[config.mk]
export PLATFORM = sky130hd
export DESIGN_NAME = sram_frame_writer_flat
export DESIGN_NICKNAME = d
export VERILOG_FILES = /design/src/rtl/sram_frame_writer_pkg.sv /design/src/rtl/sram_frame_writer_if.sv /design/src/rtl/frame_fifo.sv /design/src/rtl/sram_frame_writer.sv /design/src/flat_wrapper.sv
export SDC_FILE = /design/constraint.sdc
export NUM_CORES = 1
export LEC_CHECK = 0
export BUFFER_PORTS_ARGS = -buffer_cell sky130_fd_sc_hd__buf_4
export CELL_PAD_IN_SITES_DETAIL_PLACEMENT = 0
export CELL_PAD_IN_SITES_GLOBAL_PLACEMENT = 1
export CORE_MARGIN = 1
export CORE_UTILIZATION = 38
export CTS_CLUSTER_DIAMETER = 120
export CTS_CLUSTER_SIZE = 40
export DETAILED_ROUTE_END_ITERATION = 10
export GPL_TIMING_DRIVEN = 0
export PLACE_DENSITY = 0.78
export SYNTH_ARGS = -nofsm -noshare
export SYNTH_HDL_FRONTEND = slang
export SYNTH_SLANG_ARGS = --single-unit
[constraint.sdc]
create_clock -name clk108 -period 4.7 [get_ports clk108]
set_input_delay 0.47 -clock clk108 [delete_from_list [all_inputs] [get_ports clk108]]
set_output_delay 0.47 -clock clk108 [all_outputs]
set_load 0.02 [all_outputs]
[src/rtl/sram_frame_writer_pkg.sv]
// rtl/sram_frame_writer_pkg.sv - shared types and constants for the SRAM frame writer
package sram_frame_writer_pkg;

    localparam int FRAME_WORDS_DEFAULT = 1048576;
    localparam int SRAM_ADDR_W         = 20;
    localparam int PIX_W               = 16;
    localparam int FIFO_W              = PIX_W + 1;

    typedef enum logic [2:0] {
        ST_IDLE     = 3'd0,
        ST_WAIT_SOF = 3'd1,
        ST_WR_SETUP = 3'd2,
        ST_WR_PULSE = 3'd3,
        ST_DONE     = 3'd4
    } fsm_state_e;

    // One buffered pixel: start-of-frame flag above the 16-bit word
    typedef struct packed {
        logic             sof;
        logic [PIX_W-1:0] data;
    } fifo_entry_t;

endpackage

[src/rtl/sram_frame_writer_if.sv]
// rtl/sram_frame_writer_if.sv - pixel stream handshake between a source and the frame writer
interface sram_frame_writer_if;
    import sram_frame_writer_pkg::*;

    logic             pix_valid;
    logic             pix_ready;
    logic [PIX_W-1:0] pix_data;
    logic             pix_sof;

    modport master (
        output pix_valid,
        output pix_data,
        output pix_sof,
        input  pix_ready
    );

    modport slave (
        input  pix_valid,
        input  pix_data,
        input  pix_sof,
        output pix_ready
    );

endinterface

[src/rtl/frame_fifo.sv]
// rtl/frame_fifo.sv - small synchronous FIFO with registered full/empty flags
module frame_fifo #(
    parameter int DEPTH = 4,
    parameter int WIDTH = 17
) (
    input  logic             clk,
    input  logic             rst_n,
    input  logic             push_i,
    input  logic [WIDTH-1:0] wdata_i,
    input  logic             pop_i,
    output logic [WIDTH-1:0] rdata_o,
    output logic             full_o,
    output logic             empty_o
);

    localparam int PTR_W = $clog2(DEPTH);

    logic [WIDTH-1:0] mem_q [DEPTH];
    logic [PTR_W-1:0] wr_ptr_q;
    logic [PTR_W-1:0] rd_ptr_q;
    logic [PTR_W:0]   count_q;
    logic [PTR_W:0]   count_d;
    logic             full_q;
    logic             empty_q;
    logic             push_ok;
    logic             pop_ok;

    assign push_ok = push_i && !full_q;
    assign pop_ok  = pop_i && !empty_q;
    assign rdata_o = mem_q[rd_ptr_q];
    assign full_o  = full_q;
    assign empty_o = empty_q;

    // Occupancy after this cycle; a simultaneous push and pop cancel out
    always_comb begin
        count_d = count_q;
        if (push_ok && !pop_ok) begin
            count_d = count_q + (PTR_W+1)'(1);
        end else if (!push_ok && pop_ok) begin
            count_d = count_q - (PTR_W+1)'(1);
        end
    end

    // Pointers, occupancy and flags; pointers wrap naturally because DEPTH is a power of two
    always_ff @(posedge clk or negedge rst_n) begin
        if (!rst_n) begin
            wr_ptr_q <= '0;
            rd_ptr_q <= '0;
            count_q  <= '0;
            full_q   <= 1'b0;
            empty_q  <= 1'b1;
        end else begin
            if (push_ok) begin
                wr_ptr_q <= wr_ptr_q + PTR_W'(1);
            end
            if (pop_ok) begin
                rd_ptr_q <= rd_ptr_q + PTR_W'(1);
            end
            count_q <= count_d;
            full_q  <= (count_d == (PTR_W+1)'(DEPTH));
            empty_q <= (count_d == '0);
        end
    end

    // Storage array, no reset needed since reads are gated by empty
    always_ff @(posedge clk) begin
        if (push_ok) begin
            mem_q[wr_ptr_q] <= wdata_i;
        end
    end

endmodule

[src/rtl/sram_frame_writer.sv]
// rtl/sram_frame_writer.sv - captures one pixel frame from a stream into an asynchronous SRAM
module sram_frame_writer
    import sram_frame_writer_pkg::*;
#(
    parameter int FRAME_WORDS = FRAME_WORDS_DEFAULT,
    parameter int FIFO_DEPTH  = 4
) (
    input  logic                   clk108,
    input  logic                   rst,
    input  logic                   start,
    sram_frame_writer_if.slave     pix,
    output logic [SRAM_ADDR_W-1:0] sram_addr,
    output logic [PIX_W-1:0]       sram_dq_out,
    output logic                   sram_dq_oe,
    output logic                   sram_we_n,
    output logic                   sram_ce_n,
    output logic                   sram_oe_n,
    output logic                   sram_ub_n,
    output logic                   sram_lb_n,
    output logic                   we_nOUT,
    output logic                   busy,
    output logic                   frame_done,
    output logic                   frame_err
);

    localparam logic [SRAM_ADDR_W-1:0] LAST_ADDR = SRAM_ADDR_W'(FRAME_WORDS - 1);

    fsm_state_e             state_q;
    logic [SRAM_ADDR_W-1:0] addr_q;
    logic                   we_n_q;
    logic                   we_nout_q;
    logic                   busy_q;
    logic                   done_q;
    logic                   err_q;

    logic [FIFO_W-1:0]      head_raw;
    fifo_entry_t            head;
    logic                   fifo_full;
    logic                   fifo_empty;
    logic                   fifo_pop;
    logic                   resync;

    frame_fifo #(
        .DEPTH (FIFO_DEPTH),
        .WIDTH (FIFO_W)
    ) u_fifo (
        .clk     (clk108),
        .rst_n   (rst),
        .push_i  (pix.pix_valid),
        .wdata_i ({pix.pix_sof, pix.pix_data}),
        .pop_i   (fifo_pop),
        .rdata_o (head_raw),
        .full_o  (fifo_full),
        .empty_o (fifo_empty)
    );

    assign head          = head_raw;
    assign pix.pix_ready = !fifo_full;

    // A start-of-frame arriving mid-frame restarts the frame at address 0
    assign resync = (state_q == ST_WR_SETUP) && !fifo_empty && head.sof && (addr_q != '0);

    // FIFO pop: drain in IDLE, skip non-sof in WAIT_SOF, retire the written word in WR_PULSE
    always_comb begin
        fifo_pop = 1'b0;
        case (state_q)
            ST_IDLE:     fifo_pop = !fifo_empty;
            ST_WAIT_SOF: fifo_pop = !fifo_empty && !head.sof;
            ST_WR_PULSE: fifo_pop = 1'b1;
            default:     fifo_pop = 1'b0;
        endcase
    end

    // SRAM bus: the head word is presented from the setup cycle and held through the pulse
    always_comb begin
        sram_dq_oe  = ((state_q == ST_WR_SETUP) && !fifo_empty) || (state_q == ST_WR_PULSE);
        sram_dq_out = sram_dq_oe ? head.data : '0;
        sram_addr   = resync ? '0 : addr_q;
    end

    assign sram_we_n  = we_n_q;
    assign sram_ce_n  = 1'b0;
    assign sram_ub_n  = 1'b0;
    assign sram_lb_n  = 1'b0;
    assign sram_oe_n  = ~we_nout_q;
    assign we_nOUT    = we_nout_q;
    assign busy       = busy_q;
    assign frame_done = done_q;
    assign frame_err  = err_q;

    // Capture FSM with registered strobes; we_nOUT/busy change together with the state they describe
    always_ff @(posedge clk108 or negedge rst) begin
        if (!rst) begin
            state_q   <= ST_IDLE;
            addr_q    <= '0;
            we_n_q    <= 1'b1;
            we_nout_q <= 1'b1;
            busy_q    <= 1'b0;
            done_q    <= 1'b0;
            err_q     <= 1'b0;
        end else begin
            done_q <= 1'b0;
            err_q  <= 1'b0;
            case (state_q)
                ST_IDLE: begin
                    if (start) begin
                        state_q   <= ST_WAIT_SOF;
                        we_nout_q <= 1'b0;
                        busy_q    <= 1'b1;
                    end
                end
                ST_WAIT_SOF: begin
                    if (!fifo_empty && head.sof) begin
                        state_q <= ST_WR_SETUP;
                        addr_q  <= '0;
                    end
                end
                ST_WR_SETUP: begin
                    if (!fifo_empty) begin
                        state_q <= ST_WR_PULSE;
                        we_n_q  <= 1'b0;
                        if (resync) begin
                            err_q  <= 1'b1;
                            addr_q <= '0;
                        end
                    end
                end
                ST_WR_PULSE: begin
                    we_n_q <= 1'b1;
                    if (addr_q == LAST_ADDR) begin
                        state_q   <= ST_DONE;
                        addr_q    <= '0;
                        done_q    <= 1'b1;
                        we_nout_q <= 1'b1;
                        busy_q    <= 1'b0;
                    end else begin
                        state_q <= ST_WR_SETUP;
                        addr_q  <= addr_q + SRAM_ADDR_W'(1);
                    end
                end
                ST_DONE: begin
                    state_q <= ST_IDLE;
                end
                default: begin
                    state_q <= ST_IDLE;
                end
            endcase
        end
    end

endmodule

[src/flat_wrapper.sv]
// flat-port wrapper written by rule: the top's interface ports become plain ports
module sram_frame_writer_flat import sram_frame_writer_pkg::*;
#(
    parameter int FRAME_WORDS = FRAME_WORDS_DEFAULT,
    parameter int FIFO_DEPTH  = 4
)
  (clk108, rst, start, sram_addr, sram_dq_out, sram_dq_oe, sram_we_n, sram_ce_n, sram_oe_n, sram_ub_n, sram_lb_n, we_nOUT, busy, frame_done, frame_err, pix_pix_valid, pix_pix_data, pix_pix_sof, pix_pix_ready);
  sram_frame_writer_if pix_i ();
  input  logic clk108;
  input  logic rst;
  input  logic start;
  output logic [SRAM_ADDR_W-1:0] sram_addr;
  output logic [PIX_W-1:0] sram_dq_out;
  output logic sram_dq_oe;
  output logic sram_we_n;
  output logic sram_ce_n;
  output logic sram_oe_n;
  output logic sram_ub_n;
  output logic sram_lb_n;
  output logic we_nOUT;
  output logic busy;
  output logic frame_done;
  output logic frame_err;
  input wire logic [$bits(pix_i.pix_valid)-1:0] pix_pix_valid;
  input wire logic [$bits(pix_i.pix_data)-1:0] pix_pix_data;
  input wire logic [$bits(pix_i.pix_sof)-1:0] pix_pix_sof;
  output wire logic [$bits(pix_i.pix_ready)-1:0] pix_pix_ready;
  assign pix_i.pix_valid = pix_pix_valid;
  assign pix_i.pix_data = pix_pix_data;
  assign pix_i.pix_sof = pix_pix_sof;
  assign pix_pix_ready = pix_i.pix_ready;
  sram_frame_writer #(.FRAME_WORDS(FRAME_WORDS), .FIFO_DEPTH(FIFO_DEPTH)) u_core (.clk108(clk108), .rst(rst), .start(start), .pix(pix_i), .sram_addr(sram_addr), .sram_dq_out(sram_dq_out), .sram_dq_oe(sram_dq_oe), .sram_we_n(sram_we_n), .sram_ce_n(sram_ce_n), .sram_oe_n(sram_oe_n), .sram_ub_n(sram_ub_n), .sram_lb_n(sram_lb_n), .we_nOUT(we_nOUT), .busy(busy), .frame_done(frame_done), .frame_err(frame_err));
endmodule
After elaboration in Yosys (flattened, before gate mapping)
Memory sizes are Yosys's and may differ from the RTL's. Index checks and enable logic that the tools add are counted.

Register bits after elaboration: 37. Output and inout bits: 47. Input port bits: 21. Logic and storage cells: 82. Bits in writable memories: 68. Memories kept: 1.

Add/subtract/negate cells: 5. Multiplexer cells: 29. Reductions and logical operators: 25. Bitwise operators: 1. Eq/ne operators: 9.

Memories: u_core.u_fifo.mem_q (words 4, bits a word 17, read ports 1, clocked after Yosys merged registers in 0, write ports 1, line frame_fifo.sv:18) `logic [WIDTH-1:0] mem_q [DEPTH];`.

Operators by type and width (number): $mux W20 (4); $pmux W20 S3 (1); $add A20 B1 Y20 const B (1); $eq A20 B20 Y1 const B (1); $reduce_bool A20 Y1 (1); $mux W3 (6); $mux W16 (1); $mux W1 (12); $pmux W3 S4 (1); $logic_and A1 B1 Y1 (9); $reduce_and A3 Y1 (3); $eq A3 B2 Y1 const B (2); $logic_not A3 Y1 (2); $ne A2 B2 Y1 const B (3); $pmux W1 S2 (3); $logic_not A1 Y1 (5); $add A2 B1 Y2 const B (2); $reduce_bool A2 Y1 (2); $add A3 B1 Y3 const B (1); $eq A3 B1 Y1 const B (1); $eq A3 B3 Y1 const B (1); $pmux W1 S3 (1); $reduce_bool A3 Y1 (1); $sub A3 B1 Y3 const B (1); other kinds (4) (4).

Logic depth before layout (Yosys ltp)
An unclocked memory read counts as a cell.

Word-level depth: 9. Depth in mapped cells: 10. Mapped depth without buffers: 7.

Hierarchy
Synthesis repeated with hierarchy kept, for this count alone.

Cells, all modules: 363. Area total of the unflattened synthesis: 4890.9 sq um.

Modules (own cells, without submodules): frame_fifo (instances 1, area an instance 3002.9 sq um, cells each 141, seq. area each 2268.4 sq um); sram_frame_writer (instances 1, area an instance 1888.1 sq um, cells each 222, seq. area each 703.2 sq um).

Worst setup path after synthesis
No wires, ideal clock.

Path type: flip-flop to output port. From: register u_core.state_q[1]. To: output port sram_dq_out[10]. Arrival: 1.811 ns. Path buffers: 2. Cell stages (with the launch flop): 7. Data required time: 4.230 ns. Setup slack: 2.419 ns. Cell sequence: dfrtp_1 -> clkbuf_1 -> nor2b_1 -> o21ai_0 -> inv_1 -> clkbuf_1 -> and2_1.

Word-level cells in the longest chain between the ends: 4.

RTL lines: start: declaration (line sram_frame_writer.sv:28) `fsm_state_e state_q;`; start signal: assignment (line sram_frame_writer.sv:94) `state_q <= ST_IDLE;`; start signal: assignment (line sram_frame_writer.sv:107) `state_q <= ST_WAIT_SOF;`; start signal: assignment (line sram_frame_writer.sv:114) `state_q <= ST_WR_SETUP;`; $eq A3 B2 Y1 (line sram_frame_writer.sv:76) `sram_dq_oe = ((state_q == ST_WR_SETUP) && !fifo_empty) || (state_q == ST_WR_PULSE);`; $logic_and A1 B1 Y1 (line sram_frame_writer.sv:76); $logic_or A1 B1 Y1 * (line sram_frame_writer.sv:76); via sram_dq_oe (line flat_wrapper.sv:14) `output logic sram_dq_oe;`; $mux W16 * (line sram_frame_writer.sv:77) `sram_dq_out = sram_dq_oe ? head.data : '0;`; end: declaration (line flat_wrapper.sv:13) `output logic [PIX_W-1:0] sram_dq_out;`.

The timed path passes the listed nets; every way through them passes the cells marked *.

Worst setup path after layout
From: register u_core.state_q[1]. To: output port sram_dq_out[9].

Word-level cells in the longest chain between the ends: 4.

RTL lines (line): $eq A3 B2 Y1 (sram_frame_writer.sv:76); $logic_and A1 B1 Y1 (sram_frame_writer.sv:76); $logic_or A1 B1 Y1 * (sram_frame_writer.sv:76); $mux W16 * (sram_frame_writer.sv:77).

Mark *: on every way between the ends. The rest lies on a longest branch, timed or not.

==> reports/summary.txt <==
Post-Synth Adder-Cell Area: 2.03%
RD Place Congestion: 0.765
DRC: 0
Worst setup SP type: register
DRT Wirelength: 9870 microns
RSZ-0062 raised after global routing: false
Fin cells: 629
CTS sink cnt: 105
Synth cell types: 55
Setup TNS: 0 ps
PnR Total Power: 3.47 mW
Die Ht: 116 microns
Slew HR: 37.7%
Wire per inst: 15.7 microns
Core area: 12700 sq um
Root Driver: clkbuf_16
Row Count: 41
Post-synthesis mux area share: 8.51%
Final Hold Fails: 0
Most frequent cells in the layout: 68 x buf_4, 68 x edfxtp_1, 42 x and2_1
Area post-placement: 5640 sq um
Register share of total power: 36.1%
Complex-gate fraction of the synthesized area: 7.19%
Cts hold-fix bufs: 0
Largest net degree at the start of global routing: 38
DPL Wire Length: 6720 microns
Post-Place Worst Slack: 1880 ps
P_leak: 2.47 nW
Top-Level Pins: 68
Worst-path clk slew: 80 ps
Worst Skew: 9.55 ps
Hold Crit Class: primary input to asynchronous set/reset pin
Final period demand of the worst path: 3170 ps
Comb power frac: 40.7%
Max clock buf depth: 2
Crit share post-route: 67.5%
H-tree levels: 3
Critical Path Fanout Max: 10
Layout area overhead: 20.9%
First-pass GRT wire length: 16500 microns
Fraction of synthesized cell area in xor and xnor cells: 1.24%
Routed vias: 3148
Max_cap viols: 0
Post-layout instance area: 5970 sq um
Post-CTS Resized: 0
Synthesized area: 4940 sq um
Layout fillers: 1140
Peak Freq: 0.315 GHz
Worst-Margin Slew: 934 ps
Inst Count DP: 613
Outcome: finished, final reports clean
Vias in the first global route: 3243
Worst setup EP type: output pin
Final worst hold slack: 90.3 ps
Net Switching: 1.25 mW
Worst EP required: 4230 ps
PD cells: 580 nW/um^2
CTS tree: done
Clock power share: 23.2%
Initial antenna violation count: 0
Fin nets: 481
Total congestion overflow: 0
ANT cells: 0
Internal power: 2.22 mW
Post-route ant nets: 0
Largest family of logic cells by synthesized area: simple AND/OR/NAND/NOR gates
GR Util All Layers: 16.5%
Final WS setup: 1530 ps
I/O Buffers: 64
Initial drt markers: 146
Switching share of power: 36.0%
Die ar.: 13500 sq um
Ys Warns: 0
Fin. max-slew vios: 0
Setup Crit Path Kind: register to output pin
Final Core Density: 47.2%
Setup bufs post-CTS: 0
Sequential area share after synthesis: 60.1%
Final setup vio count: 0
Avg Inst Size Synth: 13.2 sq um
Synth Area in Simple Gates: 17.5%
Layout cell share with drive strength beyond 1: 25.4%
Initial core utilization: 39.0%
Max VDD drop: 0.000321 V
CTS buffer count: 9
Seq cells post-synth: 105
DRT Pass-1 Iters: 4
Worst Path Arrival: 2700 ps
Synthesized netlist cell count: 375
Clock Latency Late Sink: 350 ps
Post-synth EDFFs: 68
Vias/cell: 5.00
Synth Flop Type: edfxtp_1
Die Wd: 116 microns
Share of synthesized registers carrying an async set or reset: 35.2%
-- path summary, 6_finish.rpt --
kind                                        start                         to  slack (ps)  cells after the start
worst min register to register   u_core.sram_we_n           u_core.sram_we_n         490                      2
worst min-delay path                          rst           u_core.addr_q[3]          90                      1
worst max register to register   u_core.addr_q[0]           u_core.addr_q[4]        2190                     10
max in group asynchronous                     rst      u_core.u_fifo.empty_o        4240                      1
worst max-delay path            u_core.state_q[1]             sram_dq_out[9]        1530                      7
min in group clk108               pix_pix_data[8]  u_core.u_fifo.mem_q[3][8]         310                      1
-- critical path, stage by stage, from the launching register on --
cell and delay, ps:
dfrtp_1 370, clkbuf_1 350, nor2b_1 300, o21ai_0 210, inv_1 290, clkbuf_1 430, and2_1 240, buf_4 150
-- power groups by stage --
| stage | Sequential, mW | Clock (mW) | Combinational [mW] |
|---|---|---|---|
| after global routing | 1.27 | 0.859 | 1.54 |
| after CTS | 1.26 | 0.825 | 1.43 |
| after floorplan | 1.26 | 0 | 0.949 |
| after detailed placement | 1.28 | 0 | 1.43 |
| after global placement | 1.26 | 0 | 1.40 |
| final | 1.25 | 0.802 | 1.41 |
-- kinds of logic (layout without fill, tap and decap cells) --
logic type,after synthesis,after routing
muxes,18,18
and+or+nand+nor,159,159
buffers and inverters,35,115
DFF,105,105
other,1,3
AOI/OAI and AO/OA,42,42
adders and majority gates,8,8
xor gates and xnor gates,7,7
-- metal layers --
layer | vias up | share of wire [%] | track usage [%] | wire length, microns
li1 | 1530 | - | - | -
met1 | 1531 | 44 | 19.9 | 4340
met2 | 73 | 49 | 28.4 | 4860
met3 | 14 | 4.8 | 4.08 | 476
met4 | 0 | 1.9 | 6.50 | 187
met5 | - | 0 | 0 | 0
-- registers in the layout, indices dropped and copies added, names as in the netlist, 2 cells and up --
name and flops:
u_core.addr_q 20, u_core.state_q 3, u_core.u_fifo.count_q 3, u_core.u_fifo.mem_q 68, u_core.u_fifo.rd_ptr_q 2, u_core.u_fifo.wr_ptr_q 2
-- cells in the mapped netlist, types with 2 or more instances --
cell type	number	area share [%]
edfxtp_1	68	41
and2_1	42	5.3
dfrtp_1	34	17
nand2_1	29	2.2
nor2_1	20	1.5
nand3_1	19	1.9
and3_1	14	1.8
inv_1	14	1.1
mux4_2	10	4.6
clkbuf_1	9	0.68
ha_1	8	2.0
o21ai_0	8	0.81
a221o_1	7	1.4
mux4_1	7	3.7
nor2b_1	7	0.89
a21oi_1	6	0.61
buf_2	6	0.61
nor3_1	6	0.61
xnor2_1	6	1.1
and4_1	5	0.89
buf_4	4	0.61
nor4_1	4	0.51
a31oi_1	3	0.38
dfstp_2	3	1.6
a211o_1	2	0.35
nand2b_1	2	0.25
nor3b_1	2	0.30
o21a_1	2	0.30
or2_2	2	0.25
-- cell type report --
class	instances	area [sq um]	share of cell area, %
Sequential cell	105	2970	49.7
Multi-Input combinational cell	237	1820	30.4
Timing Repair Buffer	64	480	8.04
Clock buffer	9	225	3.77
Tap cell	172	215	3.60
Buffer	21	109	1.82
Clock inverter	7	105	1.76
Inverter	14	52.6	0.880
(Power assumes the default switching activity.)
